## src/rtl/io_port_pkg.sv

```systemverilog
// Shared address map, STATUS bit positions and FSM state types for io_port_ctrl.
package io_port_pkg;

    localparam logic [4:0] OUT_BASE    = 5'd0;
    localparam logic [4:0] IN_BASE     = 5'd8;
    localparam logic [4:0] ADDR_STATUS = 5'd16;
    localparam logic [4:0] ADDR_TX     = 5'd17;
    localparam logic [4:0] ADDR_RX     = 5'd18;

    localparam int unsigned ST_TX_BUSY = 0;
    localparam int unsigned ST_RX_FULL = 1;
    localparam int unsigned ST_TX_OVF  = 2;
    localparam int unsigned ST_RX_OVR  = 3;

    // Consecutive FULL+rx_valid cycles that flag an overrun
    localparam int unsigned OVR_LIMIT = 16;

    typedef enum logic {TX_IDLE, TX_SEND} tx_state_e;
    typedef enum logic {RX_EMPTY, RX_FULL} rx_state_e;

endpackage

```

## src/rtl/io_sync.sv

```systemverilog
// Multi-stage flip-flop synchroniser for a bus of asynchronous inputs.
module io_sync #(
    parameter int unsigned STAGES = 2,
    parameter int unsigned WIDTH  = 1
) (
    input  logic             clk_i,
    input  logic             reset_i,
    input  logic [WIDTH-1:0] d_i,
    output logic [WIDTH-1:0] q_o
);

    logic [WIDTH-1:0] sync_q [STAGES];

    always_ff @(posedge clk_i) begin
        if (reset_i) begin
            for (int unsigned i = 0; i < STAGES; i++) sync_q[i] <= '0;
        end else begin
            sync_q[0] <= d_i;
            for (int unsigned i = 1; i < STAGES; i++) sync_q[i] <= sync_q[i-1];
        end
    end

    assign q_o = sync_q[STAGES-1];

endmodule

```

## src/rtl/io_port_ctrl.sv

```systemverilog
// Memory-mapped I/O controller: output latches, synchronised inputs,
// and a TX/RX channel with valid/ready handshakes and a status register.
module io_port_ctrl
    import io_port_pkg::*;
#(
    parameter int unsigned SYNC_STAGES = 2
) (
    input  logic         clk,
    input  logic         reset,
    input  logic [4:0]   dirport,
    input  logic [15:0]  outport,
    input  logic         we,
    output logic [15:0]  inport,
    input  logic [127:0] pin_in,
    output logic [127:0] pout,
    output logic [15:0]  tx_data,
    output logic         tx_valid,
    input  logic         tx_ready,
    input  logic [15:0]  rx_data,
    input  logic         rx_valid,
    output logic         rx_ready
);

    logic [15:0]  lat_q [8];
    logic [127:0] pin_sync;
    tx_state_e    tx_state_q;
    rx_state_e    rx_state_q;
    logic [15:0]  tx_data_q, rx_data_q;
    logic         tx_ovf_q, rx_ovr_q;
    logic [3:0]   ovr_cnt_q;
    logic [15:0]  status;
    logic         wr_out, wr_status, wr_tx, wr_rx;

    assign wr_out    = we && (dirport[4:3] == OUT_BASE[4:3]);
    assign wr_status = we && (dirport == ADDR_STATUS);
    assign wr_tx     = we && (dirport == ADDR_TX);
    assign wr_rx     = we && (dirport == ADDR_RX);

    io_sync #(.STAGES(SYNC_STAGES), .WIDTH(128)) u_sync (
        .clk_i   (clk),
        .reset_i (reset),
        .d_i     (pin_in),
        .q_o     (pin_sync)
    );

    always_ff @(posedge clk) begin
        if (reset) begin
            for (int unsigned k = 0; k < 8; k++) lat_q[k] <= '0;
        end else if (wr_out) begin
            lat_q[dirport[2:0]] <= outport;
        end
    end

    always_comb begin
        pout = '0;
        for (int unsigned k = 0; k < 8; k++) pout[16*k +: 16] = lat_q[k];
    end

    // A TXDATA write while SEND is dropped, even on the handshake edge
    always_ff @(posedge clk) begin
        if (reset) begin
            tx_state_q <= TX_IDLE;
            tx_data_q  <= '0;
            tx_ovf_q   <= 1'b0;
        end else begin
            if (wr_status && outport[ST_TX_OVF]) tx_ovf_q <= 1'b0;
            case (tx_state_q)
                TX_IDLE: begin
                    if (wr_tx) begin
                        tx_data_q  <= outport;
                        tx_state_q <= TX_SEND;
                    end
                end
                TX_SEND: begin
                    if (tx_ready) tx_state_q <= TX_IDLE;
                    if (wr_tx)    tx_ovf_q   <= 1'b1;
                end
            endcase
        end
    end

    assign tx_valid = (tx_state_q == TX_SEND);
    assign tx_data  = tx_data_q;

    // Overrun counter saturates, so a stall that persists re-flags after a clear
    always_ff @(posedge clk) begin
        if (reset) begin
            rx_state_q <= RX_EMPTY;
            rx_data_q  <= '0;
            rx_ovr_q   <= 1'b0;
            ovr_cnt_q  <= '0;
        end else begin
            if (wr_status && outport[ST_RX_OVR]) rx_ovr_q <= 1'b0;
            case (rx_state_q)
                RX_EMPTY: begin
                    ovr_cnt_q <= '0;
                    if (rx_valid) begin
                        rx_data_q  <= rx_data;
                        rx_state_q <= RX_FULL;
                    end
                end
                RX_FULL: begin
                    if (rx_valid) begin
                        if (ovr_cnt_q == 4'(OVR_LIMIT - 1)) rx_ovr_q <= 1'b1;
                        else                                ovr_cnt_q <= ovr_cnt_q + 4'd1;
                    end else begin
                        ovr_cnt_q <= '0;
                    end
                    if (wr_rx) rx_state_q <= RX_EMPTY;
                end
            endcase
        end
    end

    assign rx_ready = (rx_state_q == RX_EMPTY) && !reset;

    always_comb begin
        status              = '0;
        status[ST_TX_BUSY]  = tx_valid;
        status[ST_RX_FULL]  = (rx_state_q == RX_FULL);
        status[ST_TX_OVF]   = tx_ovf_q;
        status[ST_RX_OVR]   = rx_ovr_q;
    end

    always_comb begin
        inport = '0;
        if (dirport[4:3] == OUT_BASE[4:3])     inport = lat_q[dirport[2:0]];
        else if (dirport[4:3] == IN_BASE[4:3]) inport = pin_sync[{dirport[2:0], 4'b0000} +: 16];
        else if (dirport == ADDR_STATUS)       inport = status;
        else if (dirport == ADDR_RX)           inport = rx_data_q;
    end

endmodule

```

## config.mk

```make
export PLATFORM = sky130hd
export DESIGN_NAME = io_port_ctrl
export DESIGN_NICKNAME = d
export VERILOG_FILES = /design/src/rtl/io_port_pkg.sv /design/src/rtl/io_sync.sv /design/src/rtl/io_port_ctrl.sv
export SDC_FILE = /design/constraint.sdc
export NUM_CORES = 1
export LEC_CHECK = 0
export BUFFER_PORTS_ARGS = -buffer_cell sky130_fd_sc_hd__clkbuf_2
export CAP_MARGIN = 20
export CORE_UTILIZATION = 48
export CTS_BUF_LIST = sky130_fd_sc_hd__clkbuf_16
export CTS_CLUSTER_DIAMETER = 150
export CTS_CLUSTER_SIZE = 12
export DETAILED_ROUTE_END_ITERATION = 6
export HOLD_SLACK_MARGIN = 0.1
export PLACE_DENSITY_LB_ADDON = 0.2
export SYNTH_ARGS = -nofsm -noshare
export SYNTH_HDL_FRONTEND = slang
export SYNTH_SLANG_ARGS = --single-unit
```

## constraint.sdc

```tcl
create_clock -name clk -period 9.87 [get_ports clk]
set_input_delay 2.961 -clock clk [delete_from_list [all_inputs] [get_ports clk]]
set_output_delay 2.961 -clock clk [all_outputs]
set_load 0.05 [all_outputs]
```

# After elaboration in Yosys (flattened, before gate mapping)
# Memories as Yosys holds them, arrays and structs flattened.
# Index checks and enable logic that the tools add are counted.
dict set report op_classes {
  muxes 31
  n_reduce_logical 12
  addsub 1
  multipliers 0
  bitwise_logic 4
  n_eq_ne 6
  magnitude_cmp 0
  shift 1
  div 0
}
# op n
set ops {}
lappend ops {{two-way mux 128 bit} 2}
lappend ops {{indexed part select 128 x 8 -> 16 bit} 1}
lappend ops {{two-way mux 16 bit} 5}
lappend ops {{two-way mux 1 bit} 18}
lappend ops {{OR reduction 16 bit} 1}
lappend ops {{== test 5 bit (second input constant)} 3}
lappend ops {{two-way mux 4 bit} 2}
lappend ops {{case mux 4 bit (2 select lines)} 1}
lappend ops {{logical AND 1 bit} 7}
lappend ops {{adder 4 x 1 -> 4 bit (second input constant)} 1}
lappend ops {{== test 4 bit (second input constant)} 1}
lappend ops {{case mux 1 bit (2 select lines)} 2}
lappend ops {{AND reduction 2 bit} 2}
lappend ops {{two-way mux 3 bit} 1}
lappend ops {{!= test 3 bit (second input constant)} 1}
lappend ops {{== test 2 x 1 -> 1 bit (second input constant)} 1}
lappend ops {{zero test 2 bit} 1}
lappend ops {{NOT 1 bit} 2}
lappend ops {{bitwise OR 1 bit} 2}
lappend ops {{zero test 1 bit} 1}
dict set report totals {
  n_memories 2
  ram_bits 384
  input_bits 170
  reg_bits 40
  latchBits 0
  wordCells 64
  mem_bits_ro 0
  output_inout_bits 162
}
# memory words width read_ports rd_ports_with_merged_regs wr line
set memory_table {}
lappend memory_table {u_sync.sync_q 2 128 2 0 2 io_sync.sv:12} ;# logic [WIDTH-1:0] sync_q [STAGES];
lappend memory_table {lat_q 8 16 9 0 8 io_port_ctrl.sv:24} ;# logic [15:0] lat_q [8];

# Depth between registers and ports, before layout
# Gate-level depths: netlist of run 1.
dict set report logic_depth {
  word_depth 7
  ltp_mapped 8
  depth_no_buf 5
}

# Cells and area by module
# Synthesis of run 1 repeated with hierarchy kept, for this count alone.
dict set report hier_totals {
  cells_unflattened 1298
  hier_area_um2 16310.6
}
# mod seq_area_each_um2 area_per_inst_um2 cells_each instances
set by_module_without_submodules {}
lappend by_module_without_submodules {io_port_ctrl 4644.5 8485.6 630 1}
lappend by_module_without_submodules {io_sync 5124.9 7825.0 668 1}

# Least setup slack after synthesis of run 1
# Ideal clock, no wire load.
dict set report synth_path {
  path_type {input -> output}
  from {in dirport[0]}
  to {out inport[10]}
  t_arrival_ps 4800
  path_slack_ps 2109
  required_ps 6909
  n_path_buf 4
  cell_stages 7
  path_cell_list {buf_6 buf_4 buf_4 nor3_2 buf_4 a21oi_1 a22oi_1}
}
dict set report synth_between {
  elab_chain_cells 5
  word_cells_on_any_way 8
  cone_classes {2 x eq/ne; 1 x shift; 4 x mux; 1 x memory}
}
# item line
set synth_rtl {}
lappend synth_rtl {{start, declared} io_port_ctrl.sv:10} ;# input logic [4:0] dirport,
lappend synth_rtl {{parallel branches: the longest is 4 deep, another holds indexed part select 128 x 8 -> 16 bit} --}
lappend synth_rtl {{two-way mux 16 bit (*)} io_port_ctrl.sv:127} ;# if (dirport[4:3] == OUT_BASE[4:3]) inport = lat_q[dirport[2:0]];
lappend synth_rtl {{end, declared} io_port_ctrl.sv:13} ;# output logic [15:0] inport,
# Mark *: on every way between the ends.

# Worst setup path after layout of run 1
dict set report layout_path {
  from {in dirport[0]}
  to {out inport[11]}
}
# The elaborated chain is that of the path after synthesis.

==> out/qor.txt, run 1 <==
final setup fails: 0
Post-CTS Setup Bufs: 0
cts hold-fix bufs: 0
mux cell area share after synthesis: 0.121
Longest Clk Path Bufs: 3
CP required: 6910 ps
syn_nets: 1328
I/O pin cnt: 332
final worst path period share: 0.858
min cycle time layout: 8470 ps
Synth cell types: 37
register area share after synthesis: 0.637
Syn Area/Cell: 13.3 µm²
drt wl/cell: 20.2 µm
DP HPWL: 27.1 mm
clock-pin transition on the worst setup and hold timing paths: 60 ps
# fillers: 2554
fraction of registers with async set/reset: 0
post-synthesis compound-gate area fraction: 0.0260
Setup Skew: 12.6 ps
CP Launch Type: input port
layout cells sized above 1: 0.320
largest net degree at the start of global routing: 84
drt initial violations: 662
Area contributors post-synth: dfxtp_1 (39%), edfxtp_1 (25%), nor2b_1 (11%)
row count: 65
most frequent cells in the layout: clkbuf_2 (328), dfxtp_1 (296), nor2b_1 (259)
Post-Route WL: 38.3 mm
Clock Sinks: 424
xor and xnor area share after synthesis: 0.000571
fin area: 18500 µm²
n_diodes: 0
Slew HR: 0.311
Overall Power: 0.00368 W
vias per inst: 5.10
final hold viol count: 0
CP Class: input port to primary output
Pins Over Slew Limit: 0
commonest register cell after synthesis: dfxtp_1
unrepaired setup endpoints after global routing: no
largest family of logic cells by synthesized area: simple AND/OR/NAND/NOR gates
Psw: 0.000926 W
Die Y: 181 µm
Leakage: 7.66 nW
Synth Cell Area: 15300 µm²
gr ovfl total: 0
Vias: 9667
Worst setup EP type: primary output
clk_lat worst skew: 550 ps
CTS Root Cell: clkbuf_16
synthesis-stage register bit count: 424
combinational power share: 0.105
# H-tree levels: 2
initial antenna violation count: 0
Non-Filler Instances: 1895
Internal: 0.00276 W
Post-Synth Adder-Cell Area: 0.000816
area delta synth->final: 20.4%
Inserted Clock Buffers: 41
CP max FO: 47
most common cell after layout, fill and taps aside: clkbuf_2
Placer Congestion: 0.848
status: finished clean
post-synth top area share: 0.386
first-pass GRT wire length: 56.9 mm
simple logic cell fraction of the synthesized area: 0.192
area occupied by multi-input gates: 5230 µm²
core area: 31500 µm²
Cell Pwr Density: 200 nW/µm²
cell taking the most area after synthesis: dfxtp_1
max cap viols: 0
CTS tree: done
register area: 9770 µm²
IO Port Bufs: 331
final-layout setup total negative slack: 0 ps
fmax: 118 MHz
Post-CTS Resized: 0
Post-Syn Instances: 1157
first drt pass iteration count: 6
Tot GR Track Use: 0.234
starting density of the core: 0.487
DRC: 0
Worst-Margin Slew: 1030 ps
Min Hold Slack: 425 ps
Nets: 1648
Critical Path AT: 5510 ps
placed cell areas: 17300 µm²
Chip Width: 181 µm
post-route ant nets: 0
Hold Crit Class: flop to flop
Peak VDD IR: 0.122 mV
die area: 32700 µm²
Post-synth EDFFs: 128
sw frac: 0.251
vias in the first global route: 9656
Placed Instances: 1834
YS warnings: 0
Seq pwr share: 0.519
clock share of power: 0.375
[layout make-up]
class,instances,area share
Sequential cell,424,0.529
Multi-Input combinational cell,661,0.283
Timing Repair Buffer,348,0.0979
Clock buffer,41,0.0556
Tap cell,402,0.0272
Clock inverter,18,0.00657
Inverter,1,0.000203
[synthesized netlist by cell type (all sizes together) (4+ instances only)]
library cell,count
and2,129
dfxtp,296
nor2b,259
clkbuf,52
mux2,14
nor2,36
buf,19
mux2i,22
nor3,4
or2,10
mux4,64
a22oi,31
edfxtp,128
nand2,47
nand2b,4
a21oi,23
[cell families after synthesis]
kind of cell / after synthesis
AOI/OAI and AO/OA: 61
xor gates and xnor gates: 1
adders and majority gates: 1
buffers and inverters: 72
DFF: 424
muxes: 100
and+or+nand+nor: 498
[flip-flops by register name, summed over array words and instances, names as in the netlist]
signal	count
lat_q	128
ovr_cnt_q	4
rx_data_q	16
rx_ovr_q	1
rx_state_q	1
tx_data	16
tx_ovf_q	1
tx_valid	1
u_sync.sync_q	256
[layer usage]
metal  up-vias  part of all wire  GRT usage
li1       4568                 -          -
met1      4660              0.43      0.304
met2       359              0.48      0.396
met3        80             0.052     0.0318
met4         0             0.036     0.0920
met5         -                 0          0
[worst max-delay path, cell delays in order]
cell and delay (ps):
buf_4 690, buf_4 480, mux4_2 560, mux2_2 280
a22oi_1 160, nand2_1 80, clkbuf_2 250
[power groups by stage]
stage	Clock, W	Sequential [W]	Combinational [W]
global route	0.00148	0.00192	0.000409
detailed placement	0	0.00195	0.000390
global placement	0	0.00195	0.000387
finish	0.00138	0.00191	0.000388
CTS	0.00141	0.00191	0.000391
floorplan	0	0.00204	0.000161
[per-stage QoR]
stage / setup slack (ps) / utilization
2_1_floorplan: 2110 / -
3_3_place_gp: 1390 / 0.549
3_5_place_dp: 1360 / 0.550
4_1_cts: 1360 / 0.586
5_1_grt: 1190 / 0.587
6_report: 1400 / 0.587
[path summary, 6_finish.rpt]
| check | from | end | slack [ps] | cells after the start |
|---|---|---|---|---|
| max | dirport[0] | inport[11] | 1400 | 7 |
| min | u_sync.sync_q[0][23] | u_sync.sync_q[0][151] | 420 | 1 |
| max reg2reg | tx_valid | tx_data[10] | 7990 | 4 |
| min reg2reg | u_sync.sync_q[0][23] | u_sync.sync_q[0][151] | 420 | 1 |
Note: power is estimated with default switching activity, not from simulation.
==> run 2: changes to the inputs <==
==> constraint.sdc (replaced) <==
create_clock -name clk -period 10 [get_ports clk]
set_input_delay 3 -clock clk [delete_from_list [all_inputs] [get_ports clk]]
set_output_delay 3 -clock clk [all_outputs]
set_load 0.05 [all_outputs]
==> run 2 against run 1 <==
Flip-flop and latch count unchanged. First-iteration DRC count down 0.91%. Final cell count about the same. Clock skew up 0.84 ps. Cell area about the same. Critical endpoint unchanged. Routed wire length up 0.49%. Sequential share of layout area about the same. Largest power group unchanged. Critical path depth down 1. Clock-buffer cell count unchanged.
==> out/qor.txt, run 2 (same netlist as run 1, synthesis figures left out) <==
I/O pin cnt: 332
Min-Delay Startpoint: u_sync.sync_q[0][56]
Placed Instances: 1835
Nets: 1649
Min Hold Slack: 427 ps
max FFs per register: 256
Tot GR Track Use: 0.235
unrepaired setup endpoints after global routing: no
critical path's slowest cell: buf_4
reg-to-reg slack, setup: 8090 ps
Chip Width: 181 µm
reg2reg end: tx_data[0]
CP required: 7000 ps
fmax: 118 MHz
first drt pass iteration count: 5
Reg with most FFs: u_sync.sync_q
Clock Sinks: 424
cts hold-fix bufs: 0
Peak VDD IR: 0.114 mV
Buf/Inv on CP: 3
Leakage: 7.65 nW
die area: 32700 µm²
Cell Pwr Density: 196 nW/µm²
Post-Route WL: 38.5 mm
post-route ant nets: 0
fin util: 0.586
Worst-Margin Slew: 996 ps
IO Port Bufs: 331
core area: 31500 µm²
first-pass GRT wire length: 57.0 mm
n_diodes: 0
Worst setup EP type: primary output
Non-Filler Instances: 1896
vias in the first global route: 9484
Critical Path AT: 5460 ps
Top delay family on crit path: buffers and inverters
largest net degree at the start of global routing: 104
drt wl/cell: 20.3 µm
worst path cell trace: buf_4 -> buf_4 -> mux4_2 -> a22oi_1 -> nand2_1 -> clkbuf_2
Post-CTS Setup Bufs: 0
Top Registers: u_sync.sync_q (256), lat_q (128)
area delta synth->final: 20.3%
final setup fails: 0
gr ovfl total: 0
CP max FO: 44
layout cells sized above 1: 0.321
CP Class: input port to primary output
Pins Over Slew Limit: 0
drt initial violations: 656
CTS tree: done
Hold Crit Class: flop to flop
clk_lat worst skew: 540 ps
Inserted Clock Buffers: 41
hold path cells: 1
clock-pin transition on the worst setup and hold timing paths: 60 ps
Longest Clk Path Bufs: 3
final worst path period share: 0.846
Worst R2R Start: tx_valid
DRC: 0
max cap viols: 0
final-layout setup total negative slack: 0 ps
final hold viol count: 0
Setup Skew: 13.5 ps
min cycle time layout: 8460 ps
# H-tree levels: 2
FF-to-FF path depth: 4
most frequent cells in the layout: clkbuf_2 (328), dfxtp_1 (296), nor2b_1 (259)
Slew HR: 0.333
Die Y: 181 µm
status: finished clean
row count: 65
CP Launch Type: input port
CTS Root Cell: clkbuf_16
initial antenna violation count: 1
DP HPWL: 27.4 mm
Most common cell on crit path: buf_4
Vias: 9697
Overall Power: 0.00362 W
starting density of the core: 0.487
worst hold endpoint: u_sync.sync_q[0][184]
Post-CTS Resized: 0
vias per inst: 5.11
# fillers: 2558
Placer Congestion: 0.868
Max stage delay on crit path: 650 ps
most common cell after layout, fill and taps aside: clkbuf_2
[run 2: cell types whose count changed in the layout (fill, tap and decap cells not counted), sizes merged]
cell / before / now
buf: 20 / 21
[run 2: cell type report]
type | instances | area (µm²) | share of cell area
inverters | 1 | 3.75 | 0.000203
clock inverters | 18 | 98.8 | 0.00536
flip-flops and latches | 424 | 9770 | 0.529
well taps | 402 | 503 | 0.0273
clock buffers | 41 | 1030 | 0.0556
multi-input cells | 661 | 5230 | 0.284
repair buffers | 349 | 1820 | 0.0985
[run 2: routing by layer]
layer / track usage / up-vias / wire [µm]
met5: 0 / - / 0
met4: 0.105 / 0 / 1640
met3: 0.0413 / 76 / 2420
met2: 0.389 / 392 / 18500
met1: 0.304 / 4655 / 15900
li1: - / 4574 / -
[run 2: report_power, final]
part	switching, W	internal, W
clock	0.000606	0.000739
sequential	0.0000374	0.00185
combinational	0.000257	0.000125
total	0.000900	0.00272
[run 2: per-stage QoR]
step | instance area, µm² | worst slack [ps]
after detailed placement | 17300 | 1460
after global routing | 18500 | 1350
after global placement | 17300 | 1530
after floorplan | 15300 | 2160
after CTS | 18400 | 1460
final | 18500 | 1540
[run 2: how the worst max path moves through the flow]
stage / cells after the start / from / endpoint
4_1_cts: 7 / dirport[0] / inport[1]
2_1_floorplan: 7 / dirport[0] / inport[10]
5_1_grt: 7 / dirport[0] / inport[1]
3_5_place_dp: 7 / dirport[0] / inport[1]
6_report: 6 / dirport[0] / inport[11]
3_3_place_gp: 7 / dirport[0] / inport[1]
